**src/rtl/fp4_fft_pkg.sv**
```systemverilog
// Shared constants and read-side state encoding for the FP4 FFT ping-pong
// sample memory sequencer.
package fp4_fft_pkg;

    localparam int FP4_ADDR_W = 5;
    localparam int FP4_DEPTH  = 2 ** FP4_ADDR_W;
    localparam int FP4_DATA_W = 8;

    typedef logic [1:0] rd_state_t;

    localparam rd_state_t R_IDLE    = 2'd0;
    localparam rd_state_t R_STREAM  = 2'd1;
    localparam rd_state_t R_COMPUTE = 2'd2;

endpackage : fp4_fft_pkg

```
**src/rtl/fp4_fft_bitrev.sv**
```systemverilog
// Combinational address bit-reversal over ADDR_W bits. Used to store each
// frame in decimation-in-time input order.
module fp4_fft_bitrev #(
    parameter int ADDR_W = 5
) (
    input  logic [ADDR_W-1:0] addr_in,
    output logic [ADDR_W-1:0] addr_out
);

    // Mirror the index bits: LSB of the natural index becomes the MSB.
    always_comb begin
        addr_out = {ADDR_W{1'b0}};
        for (int i = 0; i < ADDR_W; i++) begin
            addr_out[i] = addr_in[ADDR_W-1-i];
        end
    end

endmodule : fp4_fft_bitrev

```
**src/rtl/fp4_fft_pingpong_ctrl.sv**
```systemverilog
// Sequencer for the FP4 FFT ping-pong sample memory.
// Fills one bank from the source stream while the other bank is burst out to
// the FFT engine; banks swap once a frame is full and the engine is free.
// Optional build macro FP4_FFT_BITREV_EN: write addresses are bit-reversed
// so each bank holds its frame in DIT input order (smp_index stays in
// memory order).
module fp4_fft_pingpong_ctrl
    import fp4_fft_pkg::*;
#(
    parameter int ADDR_W = FP4_ADDR_W,
    parameter int DATA_W = FP4_DATA_W
) (
    input  logic              clk,
    input  logic              rst,
    input  logic              in_valid,
    input  logic [DATA_W-1:0] in_data,
    output logic              in_ready,
    output logic              wr_en_1,
    output logic [ADDR_W-1:0] wr_addr_1,
    output logic [DATA_W-1:0] wr_data_1,
    output logic              bank_sel,
    output logic [ADDR_W-1:0] rd_addr_0,
    input  logic [DATA_W-1:0] rd_data_0,
    output logic              smp_valid,
    output logic [DATA_W-1:0] smp_data,
    output logic [ADDR_W-1:0] smp_index,
    input  logic              proc_done,
    output logic              busy,
    output logic [7:0]        frame_cnt
);

    localparam logic [ADDR_W-1:0] CNT_ZERO = {ADDR_W{1'b0}};
    localparam logic [ADDR_W-1:0] CNT_ONE  = {{(ADDR_W-1){1'b0}}, 1'b1};
    localparam logic [ADDR_W-1:0] CNT_LAST = {ADDR_W{1'b1}};

    logic [ADDR_W-1:0] wr_cnt;
    logic [ADDR_W-1:0] wr_cnt_nxt;
    logic              fill_full;
    logic              fill_full_nxt;
    rd_state_t         rd_state;
    rd_state_t         rd_state_nxt;
    logic [ADDR_W-1:0] rd_cnt;
    logic [ADDR_W-1:0] rd_cnt_nxt;
    logic              bank_sel_nxt;
    logic [7:0]        frame_cnt_nxt;
    logic              accept;
    logic              swap;
    logic [ADDR_W-1:0] wr_addr_map;

`ifdef FP4_FFT_BITREV_EN
    fp4_fft_bitrev #(
        .ADDR_W (ADDR_W)
    ) u_bitrev (
        .addr_in  (wr_cnt),
        .addr_out (wr_addr_map)
    );
`else
    assign wr_addr_map = wr_cnt;
`endif

    // in_ready is a flop, so it already reflects this cycle's fill_full.
    assign accept = in_valid & in_ready;
    assign swap   = fill_full & (rd_state == R_IDLE);

    // The read address is the read counter itself; it holds outside streaming.
    assign rd_addr_0 = rd_cnt;
    // Memory data already has the 1-cycle latency that smp_valid/index model.
    assign smp_data  = rd_data_0;

    // Write-side next state: advance on accept, mark the bank full on the last slot.
    always_comb begin
        wr_cnt_nxt    = wr_cnt;
        fill_full_nxt = fill_full;
        if (swap) begin
            fill_full_nxt = 1'b0;
        end else if (accept) begin
            wr_cnt_nxt = wr_cnt + CNT_ONE;
            if (wr_cnt == CNT_LAST) begin
                fill_full_nxt = 1'b1;
            end else begin
                fill_full_nxt = fill_full;
            end
        end else begin
            wr_cnt_nxt    = wr_cnt;
            fill_full_nxt = fill_full;
        end
    end

    // Read FSM next state, including the bank swap taken from R_IDLE.
    always_comb begin
        rd_state_nxt  = rd_state;
        rd_cnt_nxt    = rd_cnt;
        bank_sel_nxt  = bank_sel;
        frame_cnt_nxt = frame_cnt;
        case (rd_state)
            R_IDLE: begin
                if (fill_full) begin
                    rd_state_nxt  = R_STREAM;
                    rd_cnt_nxt    = CNT_ZERO;
                    bank_sel_nxt  = ~bank_sel;
                    frame_cnt_nxt = frame_cnt + 8'd1;
                end else begin
                    rd_state_nxt = R_IDLE;
                end
            end
            R_STREAM: begin
                if (rd_cnt == CNT_LAST) begin
                    rd_state_nxt = R_COMPUTE;
                end else begin
                    rd_cnt_nxt = rd_cnt + CNT_ONE;
                end
            end
            R_COMPUTE: begin
                if (proc_done) begin
                    rd_state_nxt = R_IDLE;
                end else begin
                    rd_state_nxt = R_COMPUTE;
                end
            end
            default: begin
                rd_state_nxt = R_IDLE;
            end
        endcase
    end

    // Write-side state and the registered memory write port.
    always_ff @(posedge clk or negedge rst) begin
        if (!rst) begin
            wr_cnt    <= CNT_ZERO;
            fill_full <= 1'b0;
            in_ready  <= 1'b0;
            wr_en_1   <= 1'b0;
            wr_addr_1 <= CNT_ZERO;
            wr_data_1 <= {DATA_W{1'b0}};
        end else begin
            wr_cnt    <= wr_cnt_nxt;
            fill_full <= fill_full_nxt;
            in_ready  <= ~fill_full_nxt;
            wr_en_1   <= accept;
            if (accept) begin
                wr_addr_1 <= wr_addr_map;
                wr_data_1 <= in_data;
            end else begin
                wr_addr_1 <= wr_addr_1;
                wr_data_1 <= wr_data_1;
            end
        end
    end

    // Read-side state, bank select, frame counter and engine-facing flags.
    always_ff @(posedge clk or negedge rst) begin
        if (!rst) begin
            rd_state  <= R_IDLE;
            rd_cnt    <= CNT_ZERO;
            bank_sel  <= 1'b0;
            frame_cnt <= 8'd0;
            smp_valid <= 1'b0;
            smp_index <= CNT_ZERO;
            busy      <= 1'b0;
        end else begin
            rd_state  <= rd_state_nxt;
            rd_cnt    <= rd_cnt_nxt;
            bank_sel  <= bank_sel_nxt;
            frame_cnt <= frame_cnt_nxt;
            smp_valid <= (rd_state == R_STREAM);
            smp_index <= rd_cnt;
            busy      <= (rd_state_nxt != R_IDLE);
        end
    end

endmodule : fp4_fft_pingpong_ctrl

```
**config.mk**
```make
export PLATFORM = sky130hd
export DESIGN_NAME = fp4_fft_pingpong_ctrl
export DESIGN_NICKNAME = d
export VERILOG_FILES = /design/src/rtl/fp4_fft_pkg.sv /design/src/rtl/fp4_fft_bitrev.sv /design/src/rtl/fp4_fft_pingpong_ctrl.sv
export SDC_FILE = /design/constraint.sdc
export NUM_CORES = 1
export LEC_CHECK = 0
export ABC_CLOCK_PERIOD_IN_PS = 5300
export CAP_MARGIN = 20
export CORE_MARGIN = 2
export CORE_UTILIZATION = 47
export CTS_CLUSTER_DIAMETER = 50
export DETAILED_ROUTE_END_ITERATION = 7
export PLACE_DENSITY = 0.83
export SYNTH_ARGS = -nofsm -noshare
export SYNTH_HDL_FRONTEND = slang
export SYNTH_HIERARCHICAL = 1
export SYNTH_SLANG_ARGS = --single-unit
```
**constraint.sdc**
```tcl
create_clock -name clk -period 5.3 [get_ports clk]
set_input_delay 0.53 -clock clk [delete_from_list [all_inputs] [get_ports clk]]
set_output_delay 0.53 -clock clk [all_outputs]
set_load 0.1 [all_outputs]
```
# Word level (Yosys, flattened, before mapping)
# Cells that the tools add are included.
# word_totals
word_cells,43
latchBits,0
rom_bits,0
regBits,44
n_memories,0
out_inout_bits,44
mem_bits_rw,0
# op_classes
mux,10
bitwise_logic,5
order_cmp,0
n_eq_ne,6
shifts,0
n_mul,0
n_addsub,3
div_mod_pow,0
n_reduce_logical,6
# ops
cell,count
5-bit by 1-bit adder with 5-bit output (second input constant),2
5-bit equality test (second input constant),2
5-bit 2-to-1 mux,2
5-bit case mux with 2 select lines,1
8-bit by 1-bit adder with 8-bit output (second input constant),1
2-bit case mux with 3 select lines,1
1-bit 2-to-1 mux,4
2-bit 2-to-1 mux,2
2-bit != test (second input constant),2
2-bit AND reduction,2
2-bit nonzero test,2
1-bit NOT,3
3-bit AND reduction,1
1-bit bitwise AND,2
2-bit by 1-bit equality test with 1-bit output (second input constant),1
2-bit equality test (second input constant),1
2-bit logical NOT,1

# Depth between registers and ports, before layout
# Gate-level depths: netlist (run 1).
# logic_depth
word_depth,5
mapped_depth,6
mapped_depth_nobuf,6

# Worst setup path before layout (run 1)
# Ideal clock, no wire load.
# synth_timing
kind,reg-to-reg
startpoint,"reg rd_cnt[0], in the netlist rd_addr_0[0]"
endpoint,"reg rd_cnt[3], in the netlist rd_addr_0[3]"
required_ps,5223
slack_ps,2843
period_less_slack_ps,2457
path_stages_with_launch,7
setup_ps,77
t_arrival_ps,2379
cell_sequence,dfrtp_1 > ha_1 > and3_1 > ha_1 > or3b_4 > or3_1 > a21oi_1
# synth_via
elab_chain_len,3
elab_cells_between_ends,6
# synth_rtl
item,line_no,text
"start, declared",fp4_fft_pingpong_ctrl.sv:42,logic [ADDR_W-1:0] rd_cnt;
"start signal, assigned",fp4_fft_pingpong_ctrl.sv:162,rd_cnt <= rd_cnt_nxt;
5-bit by 1-bit adder with 5-bit output or 5-bit equality test (tied branches),"fp4_fft_pingpong_ctrl.sv:110, fp4_fft_pingpong_ctrl.sv:107",
5-bit 2-to-1 mux or 2-bit != test (tied branches),-,
5-bit case mux with 2 select lines or 3-bit AND reduction (tied branches),-,
# Parallel ways exist; a longest one is shown, timed or not. The select of a mux whose other input is x is not followed.
# A chain may end at the register's enable or synchronous reset.

# Worst setup path in the final report (run 1)
# layout_timing
startpoint,reg frame_cnt[3]
endpoint,out frame_cnt[3]
# layout_lines
item,line_no,text
"start, declared",fp4_fft_pingpong_ctrl.sv:29,output logic [7:0] frame_cnt
"start signal, assigned",fp4_fft_pingpong_ctrl.sv:164,frame_cnt <= frame_cnt_nxt;
# No word-level cell between the ends.

==> results.json, run 1 <==
{
  "crit_type": "reg -> out",
  "synth_warnings": 6,
  "root_buffer": "clkbuf_8",
  "use_met3": 0.0582,
  "ctsHtreeMaxLevel": 2,
  "slowest_stage": "clkdlybuf4s50_1",
  "grt_max_degree": 45,
  "place_ws_ps": 3180,
  "setup_viol": 0,
  "synth_mux_area_frac": 0.0957,
  "synth_edf_count": 0,
  "ios": 64,
  "status": "complete, no violations",
  "n_antenna_cell": 0,
  "clk_pin_slew_ps": 80,
  "setup_ws_ps": 2880,
  "post_cts_buffers": 0,
  "final_antenna_net_count": 0,
  "synth_cell_type_count": 25,
  "grt_use_met2": 0.268,
  "portBuffers": 47,
  "seq_area_um2": 1100,
  "start_kind": "flop",
  "initial_utilization": 0.486,
  "fin_crit_ps": 2420,
  "final_common_cell": "clkdlybuf4s50_1",
  "vias_per_cell": 5.09,
  "chipHeight_um": 65.3,
  "busiest_layer": "met2",
  "syn-num-nets": 157,
  "dp_hpwl_um": 2170,
  "slew_viol_final": 0,
  "grt_setup_unrepaired": "no",
  "cp_slowest_stage_delay_ps": 1170,
  "clock-sinks": 44,
  "grt_pass1_wl_um": 4960,
  "cp.required_ps": 4770,
  "tightest_slew_ps": 976,
  "stdcell_area_um2": 2310,
  "cp_num_buf_inv": 1,
  "syn2layout_area_growth_pct": 31.1,
  "grt_pass1_vias": 1123,
  "ys_ff_latch": 44,
  "rows": 22,
  "yosysSeqAreaShare": 0.624,
  "routed_wl_um": 2970,
  "min_period_over_period": 0.457,
  "crit_arrival_ps": 1890,
  "cp_cell_sequence": "clkdlybuf4s50_1",
  "drcViolationCount": 0,
  "netlist_instances": 132,
  "synthesis.area_um2": 1760,
  "multiInputGateArea_um2": 578,
  "cap_violations": 0,
  "cp-end-kind": "primary output",
  "wl_per_cell_um": 13.2,
  "hold_violations": 0,
  "relSlewSlack": 0.347,
  "finalSetupTns_ps": 0,
  "cts_hold_buf": 0,
  "synth-compound-area-share": 0.0355,
  "cts_resized": 0,
  "synth_xor_area_frac": 0.0546,
  "nFillCells": 292,
  "die-width_um": 65.3,
  "use_met1": 0.174,
  "synthFlopType": "dfrtp_1",
  "synthAdderAreaFrac": 0.0355,
  "grt_util_all_layers": 0.153,
  "numCtsBuffers": 5,
  "finalClockSkew_ps": 7.45,
  "synth_top_family_by_area": "simple AND/OR/NAND/NOR gates",
  "core_region_area_um2": 3630,
  "gp_congestion": 0.752,
  "hp-class": "in -> async",
  "clkLatencyLatePin_ps": 290,
  "fin_nets": 201,
  "syn_area_per_cell_um2": 13.4,
  "die_area_um2": 4260,
  "placed_cell_area_um2": 2220,
  "fmax_mhz": 413,
  "cts_buffer_depth": 2,
  "gr-total-overflow": 0,
  "async_flop_share": 1.00,
  "mostFrequentLayoutCells": "clkdlybuf4s50_1, dfrtp_1, mux2_2",
  "cts_tree": "built",
  "drive_gt1_frac": 0.147,
  "antenna_found_initial": 0,
  "vias": 1146,
  "drt_iter0_markers": 69,
  "firstDrtPassIters": 4,
  "synth-simple-area-share": 0.106,
  "worstPathMaxFanout": 6,
  "cp_top_family": "buffers and inverters"
}
sequential cells by signal (all words and copies together) (netlist names):
name / count
wr_data_1: 8
wr_addr_map: 5
rd_state: 2
smp_index: 5
busy: 1
bank_sel: 1
fill_full: 1
rd_addr_0: 5
smp_valid: 1
wr_addr_1: 5
in_ready: 1
frame_cnt: 8
wr_en_1: 1
synth_stat cells, drive strengths merged (2+ instances only):
library cell | n | share of area
or3b | 2 | 0.011
mux2 | 15 | 0.096
nor2 | 4 | 0.0085
inv | 4 | 0.0085
nand4 | 3 | 0.011
nand3 | 5 | 0.014
ha | 5 | 0.035
dfrtp | 44 | 0.62
xor2 | 5 | 0.025
buf | 10 | 0.040
a22o | 2 | 0.0099
o21ai | 4 | 0.011
a21oi | 2 | 0.0057
nand2 | 6 | 0.013
nor3 | 3 | 0.0085
xnor2 | 6 | 0.030
nor3b | 3 | 0.016
and3 | 4 | 0.014
or3 | 2 | 0.0071
through the flow:
step / utilization / hold WS [ps] / cells
2_1_floorplan: - / 234 / 132
3_3_place_gp: 0.611 / 416 / 217
3_5_place_dp: 0.611 / 428 / 217
4_1_cts: 0.636 / 412 / 225
5_1_grt: 0.636 / 449 / 225
6_report: 0.636 / 379 / 225
cell type report:
type	count	share of cell area
clock inverters	2	0.00433
flip-flops and latches	44	0.476
multi-input cells	74	0.250
clock buffers	6	0.0357
repair buffers	47	0.201
well taps	48	0.0260
inverters	4	0.00649
worst paths after layout:
| kind | from | end | slack [ps] | depth (start not counted) |
|---|---|---|---|---|
| max | frame_cnt[3] | frame_cnt[3] | 2880 | 1 |
| min | rst | rd_addr_0[4] | 380 | 1 |
| max reg2reg | rd_addr_0[0] | rd_addr_0[3] | 3250 | 6 |
| min reg2reg | rd_addr_0[4] | smp_index[4] | 440 | 0 |
| max in group asynchronous | rst | wr_data_1[3] | 4350 | 1 |
| min in group clk | rd_addr_0[4] | smp_index[4] | 440 | 0 |
routing by layer:
layer  up-vias  share of wire
met5         -              0
met4         0         0.0027
met3         2          0.076
met2        42           0.52
met1       565           0.40
li1        537              -
cell families after synthesis:
group	after synthesis
multiplexers	15
flip-flops	44
adder cells (fa/ha/maj)	5
XOR/XNOR	11
AO/OA/AOI/OAI	10
buffers and inverters	14
AND/OR/NAND/NOR	33
Power of run 1 is left out: the tool's default activity adds up to more than one toggle a clock period on the data nets, which glitch-free logic cannot reach.
==> run 2, diff against run 1 <==
--- a/config.mk
+++ b/config.mk
@@ -5,13 +5,13 @@
 export SDC_FILE = /design/constraint.sdc
 export NUM_CORES = 1
 export LEC_CHECK = 0
-export ABC_CLOCK_PERIOD_IN_PS = 5300
+export ABC_CLOCK_PERIOD_IN_PS = 2000
 export CAP_MARGIN = 20
 export CORE_MARGIN = 2
-export CORE_UTILIZATION = 47
+export CORE_UTILIZATION = 39
 export CTS_CLUSTER_DIAMETER = 50
 export DETAILED_ROUTE_END_ITERATION = 7
-export PLACE_DENSITY = 0.83
+export PLACE_DENSITY = 0.73
 export SYNTH_ARGS = -nofsm -noshare
 export SYNTH_HDL_FRONTEND = slang
 export SYNTH_HIERARCHICAL = 1
==> constraint.sdc (replaced) <==
create_clock -name clk -period 2 [get_ports clk]
set_input_delay 0.2 -clock clk [delete_from_list [all_inputs] [get_ports clk]]
set_output_delay 0.2 -clock clk [all_outputs]
set_load 0.1 [all_outputs]
==> results.json, run 2 (synthesized netlist as in run 1, its figures left out) <==
{
  "cts_buffer_depth": 2,
  "drcViolationCount": 0,
  "vias": 1176,
  "worstPathMaxFanout": 6,
  "nFillCells": 380,
  "syn2layout_area_growth_pct": 30.8,
  "relSlewSlack": 0.687,
  "rows": 24,
  "hold_violations": 0,
  "mostFrequentLayoutCells": "dfrtp_1, buf_4, mux2_2",
  "die-width_um": 71.3,
  "stdcell_area_um2": 2310,
  "status": "complete, no violations",
  "grt_pass1_vias": 1223,
  "drt_iter0_markers": 82,
  "grt_util_all_layers": 0.146,
  "finalSetupTns_ps": 0,
  "cp.required_ps": 2200,
  "cap_violations": 0,
  "vias_per_cell": 5.05,
  "hp-class": "in -> async",
  "dp_hpwl_um": 2470,
  "wl_per_cell_um": 14.4,
  "finalClockSkew_ps": 8.45,
  "die_area_um2": 5080,
  "crit_type": "reg -> reg",
  "tightest_slew_ps": 469,
  "fmax_mhz": 514,
  "reg2reg_depth": 6,
  "firstDrtPassIters": 4,
  "gr-total-overflow": 0,
  "rr_endpoint": "rd_addr_0[3]",
  "placed_cell_area_um2": 2190,
  "fin_crit_ps": 1940,
  "drive_gt1_frac": 0.403,
  "slew_viol_final": 0,
  "crit_arrival_ps": 2150,
  "place_ws_ps": 35.6,
  "initial_utilization": 0.405,
  "clock-sinks": 44,
  "top_regs": "frame_cnt x8, wr_data_1 x8",
  "cp-end-kind": "flop",
  "r2r_slack_ps": 60,
  "antenna_found_initial": 0,
  "hold_ws_ps": 390,
  "clkLatencyLatePin_ps": 290,
  "cts_tree": "built",
  "ctsHtreeMaxLevel": 2,
  "chipHeight_um": 71.3,
  "core_region_area_um2": 4350,
  "gp_congestion": 0.737,
  "setup_viol": 0,
  "clk_pin_slew_ps": 80,
  "fin_nets": 205,
  "start_kind": "flop",
  "grt_max_degree": 25,
  "final_antenna_net_count": 0,
  "ios": 64,
  "root_buffer": "clkbuf_8",
  "setup_ws_ps": 55.6,
  "numCtsBuffers": 5,
  "portBuffers": 47,
  "n_antenna_cell": 0,
  "routed_wl_um": 3360,
  "min_period_over_period": 0.972,
  "grt_setup_unrepaired": "yes",
  "grt_pass1_wl_um": 5750,
  "r2r-start": "rd_addr_0[0]"
}
[run 2: cell types whose count changed in the layout (fill, tap and decap cells not counted), moves of 2 or more]
cell             previous run  this run
dfrtp_2                     0         3
dfrtp_1                    44        39
clkbuf_1                    0         2
ha_4                        0         2
ha_1                        5         3
clkdlybuf4s50_1            46        10
buf_4                       0        39
dfrtp_4                     0         2
clkinv_2                    2         0
[run 2: per-layer routing]
layer	GRT usage	routed length [um]	vias to the layer above
li1	-	-	547
met1	0.174	1320	570
met2	0.238	1700	47
met3	0.0506	244	12
met4	0.0671	93	0
met5	0	0	-
[run 2: worst max path at each step]
stage	slack (ps)	endpoint	start
floorplan	-50	rd_addr_0[2]	rd_addr_0[1]
detailed placement	40	rd_addr_0[2]	rd_addr_0[1]
global placement	100	rd_addr_0[3]	rd_addr_0[0]
global route	-0.5	rd_addr_0[2]	rd_addr_0[0]
finish	60	rd_addr_0[3]	rd_addr_0[0]
CTS	10	rd_addr_0[2]	rd_addr_0[1]
[run 2: cell type report]
type	instances	area, um2	share of cell area
clock buffer	8	90.1	0.0390
inverter	4	15.0	0.00651
multi-input combinational	74	617	0.267
sequential	44	1110	0.482
tap	52	65.1	0.0282
timing repair buffer	51	408	0.177
[run 2: repair_timing]
action                                  4_1_cts  5_1_grt
hold buffers                                  1        0
hold endpoints to repair                     20        0
gates resized for setup                       0        2
endpoints found under the setup margin        0        2
buffers inserted                              0        1
[run 2: critical path, cell delays in order (launching register included)]
cell,delay [ps]
dfrtp_4,510
ha_4,170
and3_4,180
ha_4,160
or3b_4,400
or3_1,310
a21oi_1,140
[run 2: per-stage QoR]
step,std cells,utilization
after CTS,232,0.526
after global placement,223,0.503
after detailed placement,223,0.503
after floorplan,132,-
final,233,0.530
after global routing,233,0.530
Power of run 2 is left out for the same reason.
==> run 3, diff against run 2 <==
--- a/config.mk
+++ b/config.mk
@@ -16,3 +16,4 @@
 export SYNTH_HDL_FRONTEND = slang
 export SYNTH_HIERARCHICAL = 1
 export SYNTH_SLANG_ARGS = --single-unit
+export TNS_END_PERCENT = 50
==> results of run 3 <==
The final DEF is identical to that of run 2; final timing and power are the same.
Power of run 3 is left out for the same reason.
